$ cat config.mk
export PLATFORM = sky130hd
export DESIGN_NAME = pre_if_stage
export DESIGN_NICKNAME = d
export VERILOG_FILES = /design/src/rtl/cpu_defs_pkg.sv /design/src/rtl/pfs_redirect_buf.sv /design/src/rtl/pre_if_stage.sv
export SDC_FILE = /design/constraint.sdc
export NUM_CORES = 1
export LEC_CHECK = 0
export CORE_MARGIN = 3
export CORE_UTILIZATION = 47
export DETAILED_ROUTE_END_ITERATION = 10
export GPL_TIMING_DRIVEN = 1
export PLACE_DENSITY = 0.88
export SLEW_MARGIN = 0
export SYNTH_ARGS = -nofsm -noshare
export SYNTH_HDL_FRONTEND = slang
export SYNTH_HIERARCHICAL = 1
export SYNTH_SLANG_ARGS = --single-unit
$ cat constraint.sdc
create_clock -name clk -period 5.5 [get_ports clk]
set_input_delay 0.55 -clock clk [delete_from_list [all_inputs] [get_ports clk]]
set_output_delay 0.55 -clock clk [all_outputs]
set_load 0.01 [all_outputs]
$ cat src/rtl/cpu_defs_pkg.sv
// Shared CPU definitions: reset PC, instruction access size, address type.
package cpu_defs;
    typedef logic [31:0] addr_t;

    localparam addr_t      PC_RESET       = 32'h1c000000;
    localparam logic [1:0] INST_SIZE_WORD = 2'b10;
endpackage

$ cat src/rtl/pfs_redirect_buf.sv
// Holds one pending redirect target; a load overwrites any older entry.
module pfs_redirect_buf
    import cpu_defs::*;
(
    input  logic  clk,
    input  logic  reset,
    input  logic  load,
    input  addr_t load_target,
    input  logic  clear,
    output logic  valid,
    output addr_t target
);

    always_ff @(posedge clk) begin
        if (reset) begin
            valid  <= 1'b0;
            target <= '0;
        end else if (load) begin
            valid  <= 1'b1;
            target <= load_target;
        end else if (clear) begin
            valid  <= 1'b0;
        end
    end

endmodule

$ cat src/rtl/pre_if_stage.sv
// Pre-IF stage: next-PC selection and address phase of the instruction
// sram-like interface, with request locking and redirect buffering.
module pre_if_stage #(
    parameter logic [31:0] PC_RESET = 32'h1c000000
) (
    input  logic        clk,
    input  logic        reset,
    input  logic        fs_allowin,
    input  logic [31:0] fs_pc,
    input  logic        fs_pc_valid,
    input  logic        wb_ex,
    input  logic [31:0] ex_entry,
    input  logic        ertn_flush,
    input  logic [31:0] ertn_entry,
    input  logic        br_taken,
    input  logic [31:0] br_target,
    input  logic        br_stall,
    output logic        inst_sram_req,
    output logic        inst_sram_wr,
    output logic [1:0]  inst_sram_size,
    output logic [3:0]  inst_sram_wstrb,
    output logic [31:0] inst_sram_addr,
    output logic [31:0] inst_sram_wdata,
    input  logic        inst_sram_addr_ok,
    output logic        pfs_to_fs_valid,
    output logic [31:0] pfs_pc,
    output logic        pfs_discard
);
    import cpu_defs::*;

    logic  redir;
    addr_t redir_pc;
    addr_t cand;
    logic  start;
    logic  accept;
    logic  lock;
    addr_t lock_addr;
    logic  stale;
    logic  buf_valid;
    addr_t buf_target;
    logic  buf_load;
    logic  buf_clear;

    assign inst_sram_wr    = 1'b0;
    assign inst_sram_size  = INST_SIZE_WORD;
    assign inst_sram_wstrb = '0;
    assign inst_sram_wdata = '0;

    // Redirect priority: exception > ertn > branch.
    always_comb begin
        redir    = wb_ex | ertn_flush | br_taken;
        redir_pc = br_target;
        if (ertn_flush) redir_pc = ertn_entry;
        if (wb_ex)      redir_pc = ex_entry;
    end

    always_comb begin
        if (redir)             cand = redir_pc;
        else if (buf_valid)    cand = buf_target;
        else if (!fs_pc_valid) cand = PC_RESET;
        else                   cand = fs_pc + 32'd4;
    end

    assign start           = !lock && fs_allowin && (!br_stall || wb_ex || ertn_flush) && !reset;
    assign inst_sram_req   = (lock || start) && !reset;
    assign inst_sram_addr  = lock ? lock_addr : cand;
    assign accept          = inst_sram_req && inst_sram_addr_ok;
    assign pfs_to_fs_valid = accept;
    assign pfs_pc          = inst_sram_addr;
    assign pfs_discard     = accept && lock && (stale || redir);

    // Buffer is dropped when an unlocked request starts rather than on its
    // accept: if that request locks, any later redirect reloads the buffer.
    assign buf_load  = lock && redir;
    assign buf_clear = !lock && (redir || start);

    always_ff @(posedge clk) begin
        if (reset) begin
            lock      <= 1'b0;
            lock_addr <= '0;
            stale     <= 1'b0;
        end else begin
            if (inst_sram_req && !inst_sram_addr_ok) begin
                lock      <= 1'b1;
                lock_addr <= inst_sram_addr;
            end else if (inst_sram_addr_ok) begin
                lock      <= 1'b0;
            end
            if (accept)              stale <= 1'b0;
            else if (lock && redir)  stale <= 1'b1;
        end
    end

    pfs_redirect_buf u_redirect_buf (
        .clk         (clk),
        .reset       (reset),
        .load        (buf_load),
        .load_target (redir_pc),
        .clear       (buf_clear),
        .valid       (buf_valid),
        .target      (buf_target)
    );

endmodule

==> impl_metrics.json, run 1 <==
{
  "clock_latency_ns": 0.33,
  "antenna_cells": 0,
  "grt_overflow": 0,
  "syn-instance-count": 738,
  "post_synth_most_frequent_cells": "nand2_1, buf_4, dfxtp_1",
  "routedWlPerCell_um": 17.80,
  "grtUsageTotal_pct": 26.40,
  "power.density_mw_per_mm2": 217.2,
  "timing_worst_slew_pin_value_ns": 0.8550,
  "final_layout_size_suffix_gt1_share_pct": 6.780,
  "outcome": "complete, no violations",
  "floorplan.rows": 39,
  "synthesized_area_fraction_occupied_by_ao_oa_aoi_and_oai_cells_pct": 20.48,
  "finalWorstSetupSlack_ns": 1.502,
  "clk_root_buffer_cell": "clkbuf_16",
  "max_freq_mhz": 250.1,
  "synth_top_area_share_pct": 23.61,
  "detailedRoute.firstIterationViolations": 417,
  "async_flop_share_pct": 0,
  "slew-limit-headroom_pct": 42.94,
  "post-route-drc-count": 0,
  "avgViaCountPerCell": 5.619,
  "finalHoldViolCount": 0,
  "period_minus_slack_ns": 3.998,
  "max-clock-path-buffers": 2,
  "classification_of_the_worst_slack_hold_path": "reg2reg",
  "cp-end-kind": "primary output",
  "setup_total_negative_slack_ns": 0,
  "gpl.final_weighted_congestion": 1.007,
  "ys_seq_elements": 67,
  "synth_top_family_by_area": "simple AND/OR/NAND/NOR gates",
  "final_core_util_pct": 64.77,
  "critical_path_required_ns": 4.95,
  "die-area_mm2": 0.01344,
  "stdcell_area_mm2": 0.007522,
  "synth-seq-area-share_pct": 23.61,
  "vdd.ir_drop.worst_mv": 0.1623,
  "post_synth_mux_area_share_pct": 12.82,
  "final-max-slew-violation-count": 0,
  "dominant_cells_by_area_after_synthesis": "dfxtp_1, mux2i_1, buf_4",
  "synth_xor_area_share_pct": 3.700,
  "floorplan.initialDensity_pct": 48.92,
  "tritoncts_num_sinks": 67,
  "io_port_bufs": 203,
  "post_cts_hold_buffer_count": 0,
  "timing.setup.critical_path_class": "in2out",
  "synth-edff-count": 0,
  "synthesis.area_mm2": 0.005682,
  "yosys.area_share.adder_pct": 0.2202,
  "postSynth.topFlopCell": "dfxtp_1",
  "clock_tree.htree_level_count": 3,
  "die-width_um": 116.0,
  "number_of_global_route_vias_before_repair": 5521,
  "critical_path.startpoint_type": "primary input",
  "synth_cell_type_count": 69,
  "clock_skew_after_layout_ns": 0.004033,
  "postCtsResizedCells": 0,
  "dp_hpwl_um": 13890,
  "dp_slack_ns": 1.554,
  "cts_made_buffers": 9,
  "yosys.cell_count.top_type": "nand2_1",
  "cap_viol_max_count": 0,
  "cp_data_arrival_time_ns": 3.45,
  "number_of_nets_in_the_layout": 1018,
  "area_growth_pct": 32.39,
  "total_leakage_power_nw": 2.953,
  "antenna_left": 0,
  "largest_area_contributor_in_the_synthesized_netlist": "dfxtp_1",
  "critPathMaxFanout": 20,
  "period_share_pct": 72.69,
  "tritoncts": "built",
  "ys.warnings.count": 6,
  "design.portCount": 243,
  "detailedRoute.firstPassIterationCount": 6,
  "synth_area_in_simple_gates_pct": 21.98,
  "grt_antenna_before_repair": 0,
  "detail_route.wirelength_um": 18300,
  "via_count": 5776,
  "core_area_mm2": 0.01161,
  "pin_count_of_the_biggest_net_entering_global_routing": 44,
  "dpl-instance-area_mm2": 0.007227,
  "synth_area_per_cell_um2": 7.699,
  "floorplan.die.height_um": 116.0,
  "rsz_0062_raised_after_global_routing": "false",
  "cts_post_setup_buffers_inserted": 0,
  "finalSetupViolCount": 0,
  "clk_transition_reported_paths_ns": 0.05,
  "wire_length_of_the_first_global_routing_pass_um": 27810
}
==> worst max-delay path, cell delays in order <==
cell             delay (ns)
clkdlybuf4s50_1        0.60
or3_1                  0.72
nor2_1                 0.41
o21ai_0                0.19
a311o_1                0.31
nand2_1                0.10
clkdlybuf4s50_1        0.55
==> state kept, by name, summed over array words and instances, names as in the netlist <==
signal,count
lock,1
lock_addr,32
stale,1
u_redirect_buf/target,32
u_redirect_buf/valid,1
==> placed cells by master (no fill, tap or decap), drive strengths merged, types with 3 or more instances in the layout <==
cell             n
clkinv           5
a221o            5
mux2i           66
mux2             6
or2              3
o21ai           75
a22oi            5
and3             5
dfxtp           67
xnor2           11
o31ai            9
a21oi           49
nor4             7
conb            39
a31oi            4
nor2            66
a221oi           8
nor2b            6
nor3            16
xor2            13
a21o             6
and4             3
clkdlybuf4s50  201
inv             21
o211ai           3
a211oi           4
a21bo            3
nand2b           6
and2             3
buf             12
or3              3
clkbuf          11
o22ai            3
nand3           33
nand4           11
nand2           81
==> cell families (layout without fill, tap and decap cells) <==
group                    after synthesis  in the layout
buffers and inverters                142            252
multiplexers                          72             72
other                                  2             39
AO/OA/AOI/OAI                        186            186
XOR/XNOR                              24             24
flip-flops                            67             67
adder cells (fa/ha/maj)                1              1
AND/OR/NAND/NOR                      244            244
==> final timing paths <==
kind            startpoint                   endpoint  slack, ns  cells past startpoint
min reg2reg  lock_addr[13]              lock_addr[13]       0.46                      2
max reg2reg           lock  u_redirect_buf/target[26]       2.86                      5
min          lock_addr[13]              lock_addr[13]       0.46                      2
max               br_taken                 pfs_pc[28]       1.50                      7
==> area by class of cell <==
type                    count  area (um2)
clock inverters             5       52.55
clock buffers              11       242.7
repair buffers            213        2097
well taps                 143       178.9
fillers                   965        4091
flip-flops and latches     67        1343
multi-input cells         566        3517
inverters                  23       91.34
==> layer usage <==
layer  vias to the layer above  share of wire (%)  global-route usage, %
li1                       2774                  -                      -
met3                        52                7.7                  4.856
met1                      2637                 38                  31.26
met5                         -                  0                      0
met2                       313                 49                  46.38
met4                         0                4.5                  11.76
==> metrics by stage <==
stage	cells	hold slack, ns	total power [mW]
after floorplan	775	0.4360	0.8497
after detailed placement	1012	0.4542	1.067
after global placement	1012	0.4449	1.060
after global routing	1028	0.4787	1.706
final	1028	0.4588	1.634
after CTS	1028	0.4619	1.635
==> report_power, final <==
| group | total [mW] | internal [mW] | switching (mW) |
|---|---|---|---|
| combinational | 0.535 | 0.271 | 0.264 |
| clock | 0.571 | 0.361 | 0.211 |
| sequential | 0.527 | 0.512 | 0.0153 |
| total | 1.63 | 1.14 | 0.490 |
Power figures use the tool's default switching activity.
==> inputs of run 2 (changes only) <==
Settings changed: CORE_UTILIZATION 47 to 40, PLACE_DENSITY 0.88 to 0.79.
Clock period 5.5 ns to 3.6 ns, I/O delays scaled along.
==> impl_metrics.json, run 2 (synthesis gave the netlist of run 1 again) <==
{
  "via_count": 5688,
  "detailedRoute.firstPassIterationCount": 5,
  "critical_path_required_ns": 3.24,
  "timing.critical_path.slowest_stage_cell": "clkdlybuf4s50_1",
  "rsz_0062_raised_after_global_routing": "false",
  "clk_transition_reported_paths_ns": 0.05,
  "cts_post_setup_buffers_inserted": 0,
  "clock_skew_after_layout_ns": 0.004873,
  "layout.cells.most_common": "clkdlybuf4s50_1",
  "cts_made_buffers": 9,
  "die-width_um": 125.2,
  "finalHoldViolCount": 0,
  "setup_total_negative_slack_ns": 0,
  "avgViaCountPerCell": 5.326,
  "slew-limit-headroom_pct": 47.94,
  "max_freq_mhz": 291.0,
  "number_of_global_route_vias_before_repair": 5570,
  "cell_count_post_placement": 1053,
  "detailedRoute.firstIterationViolations": 420,
  "crit_path_cell_trace": "clkdlybuf4s50_1 > nand2_1 > nor4_4 > nand3_1 > xor2_1 > o41ai_2 > clkdlybuf4s50_1",
  "antenna_left": 0,
  "postCtsResizedCells": 0,
  "fillerInstances": 1287,
  "design.portCount": 243,
  "cpPeakStageDelay_ns": 0.62,
  "tritoncts_num_sinks": 67,
  "tritoncts": "built",
  "cp_data_arrival_time_ns": 3.08,
  "largest_registers": "lock_addr: 32 flops, u_redirect_buf/target: 32 flops",
  "critical_path.startpoint_type": "primary input",
  "whs_path_depth": 2,
  "final_core_util_pct": 56.30,
  "pin_count_of_the_biggest_net_entering_global_routing": 53,
  "kind_of_cell_adding_the_most_delay_to_the_critical_path": "buffers and inverters",
  "timing_worst_slew_pin_value_ns": 0.7800,
  "crit_buf_inv": 2,
  "timing.setup.critical_path_class": "in2out",
  "floorplan.initialDensity_pct": 41.91,
  "cap_viol_max_count": 0,
  "dp_hpwl_um": 14110,
  "classification_of_the_worst_slack_hold_path": "reg2reg",
  "finalSetupViolCount": 0,
  "gpl.final_weighted_congestion": 0.9304,
  "final_layout_size_suffix_gt1_share_pct": 7.511,
  "critPathMaxFanout": 7,
  "period_share_pct": 95.45,
  "mostFrequentLayoutCells": "clkdlybuf4s50_1, nand2_1, mux2i_1, dfxtp_1, nor2_1",
  "core_area_mm2": 0.01356,
  "max-clock-path-buffers": 2,
  "path_common_cell": "clkdlybuf4s50_1",
  "clk_root_buffer_cell": "clkbuf_16",
  "antenna_cells": 0,
  "die-area_mm2": 0.01567,
  "wire_length_of_the_first_global_routing_pass_um": 28310,
  "multi_input_area_mm2": 0.003517,
  "clock_latency_ns": 0.34,
  "number_of_nets_in_the_layout": 1026,
  "io_port_bufs": 203,
  "area_taken_by_flip_flops_and_latches_mm2": 0.001343,
  "timing.critical_path.depth": 7,
  "worst_r2r_path_depth": 6,
  "critical_path.reg2reg.startpoint": "lock",
  "outcome": "complete, no violations",
  "floorplan.die.height_um": 125.2,
  "routedWlPerCell_um": 17.16,
  "period_minus_slack_ns": 3.436,
  "register_to_register_path_setup_slack_ns": 1.14,
  "worst_r2r_endpoint": "lock_addr[26]",
  "post-route-drc-count": 0,
  "clock_tree.htree_level_count": 3,
  "total_leakage_power_nw": 2.998,
  "grt_antenna_before_repair": 0,
  "final-max-slew-violation-count": 0,
  "vdd.ir_drop.worst_mv": 0.2984,
  "grtUsageTotal_pct": 22.28,
  "post_cts_hold_buffer_count": 0,
  "detail_route.wirelength_um": 18330,
  "power.density_mw_per_mm2": 322.6,
  "cp-end-kind": "primary output",
  "grt_overflow": 0,
  "holdPathEnd": "lock_addr[6]",
  "final_standard_cell_count_with_taps_included_and_fillers_excluded": 1068,
  "area_growth_pct": 34.35,
  "start_point_of_the_worst_hold_path": "lock_addr[6]",
  "floorplan.rows": 42
}
==> run 2: per-stage QoR <==
step                      hold WS [ns]  power [mW]  setup WS [ns]  instance area (um2)
final                           0.4576       2.463         0.1638                 7634
after global routing            0.4772       2.567        0.01228                 7634
after CTS                       0.4613       2.466         0.1425                 7634
after detailed placement        0.4523       1.640         0.1506                 7353
after global placement          0.4432       1.630         0.2037                 7353
after floorplan                 0.4360       1.298          1.313                 5821
==> run 2: routing by layer <==
layer	track usage, %	vias up	routed length, um	share of wire, %
met1	25.84	2594	7267	40
met5	0	-	0	0
met4	9.311	0	647	3.5
met2	39.58	259	9155	50
met3	4.904	41	1262	6.9
li1	-	2794	-	-
==> run 2: final cells by class <==
type	count	area share, %
Inverter	23	1.197
Tap cell	176	2.885
Sequential cell	67	17.59
Clock buffer	13	3.540
Timing Repair Buffer	221	28.59
Multi-Input combinational cell	566	46.07
Clock inverter	2	0.1311
==> run 2: how the worst max path moves through the flow <==
stage              from            endpoint  slack [ns]
2_1_floorplan  fs_pc[2]          pfs_pc[10]        1.31
3_3_place_gp   fs_pc[2]          pfs_pc[10]        0.20
3_5_place_dp   fs_pc[2]  inst_sram_addr[22]        0.15
4_1_cts        fs_pc[2]  inst_sram_addr[22]        0.14
5_1_grt        fs_pc[4]  inst_sram_addr[19]        0.01
6_report       fs_pc[6]  inst_sram_addr[21]        0.16
==> run 2: power breakdown <==
group          internal (mW)  leakage [nW]  switching [mW]  total (mW)
registers              0.782         0.546          0.0241       0.806
clock network          0.516         0.141           0.318       0.834
logic                  0.421          2.31           0.401       0.822
total                   1.72          3.00           0.743        2.46
==> run 2: worst register-to-register path, cell delays in order, from the launching register on <==
cell and delay [ns]:
dfxtp_2 0.71, nor4b_1 0.14, or3_4 0.42, inv_2 0.08
nand2_1 0.34, nor3_2 0.48, a311oi_2 0.16
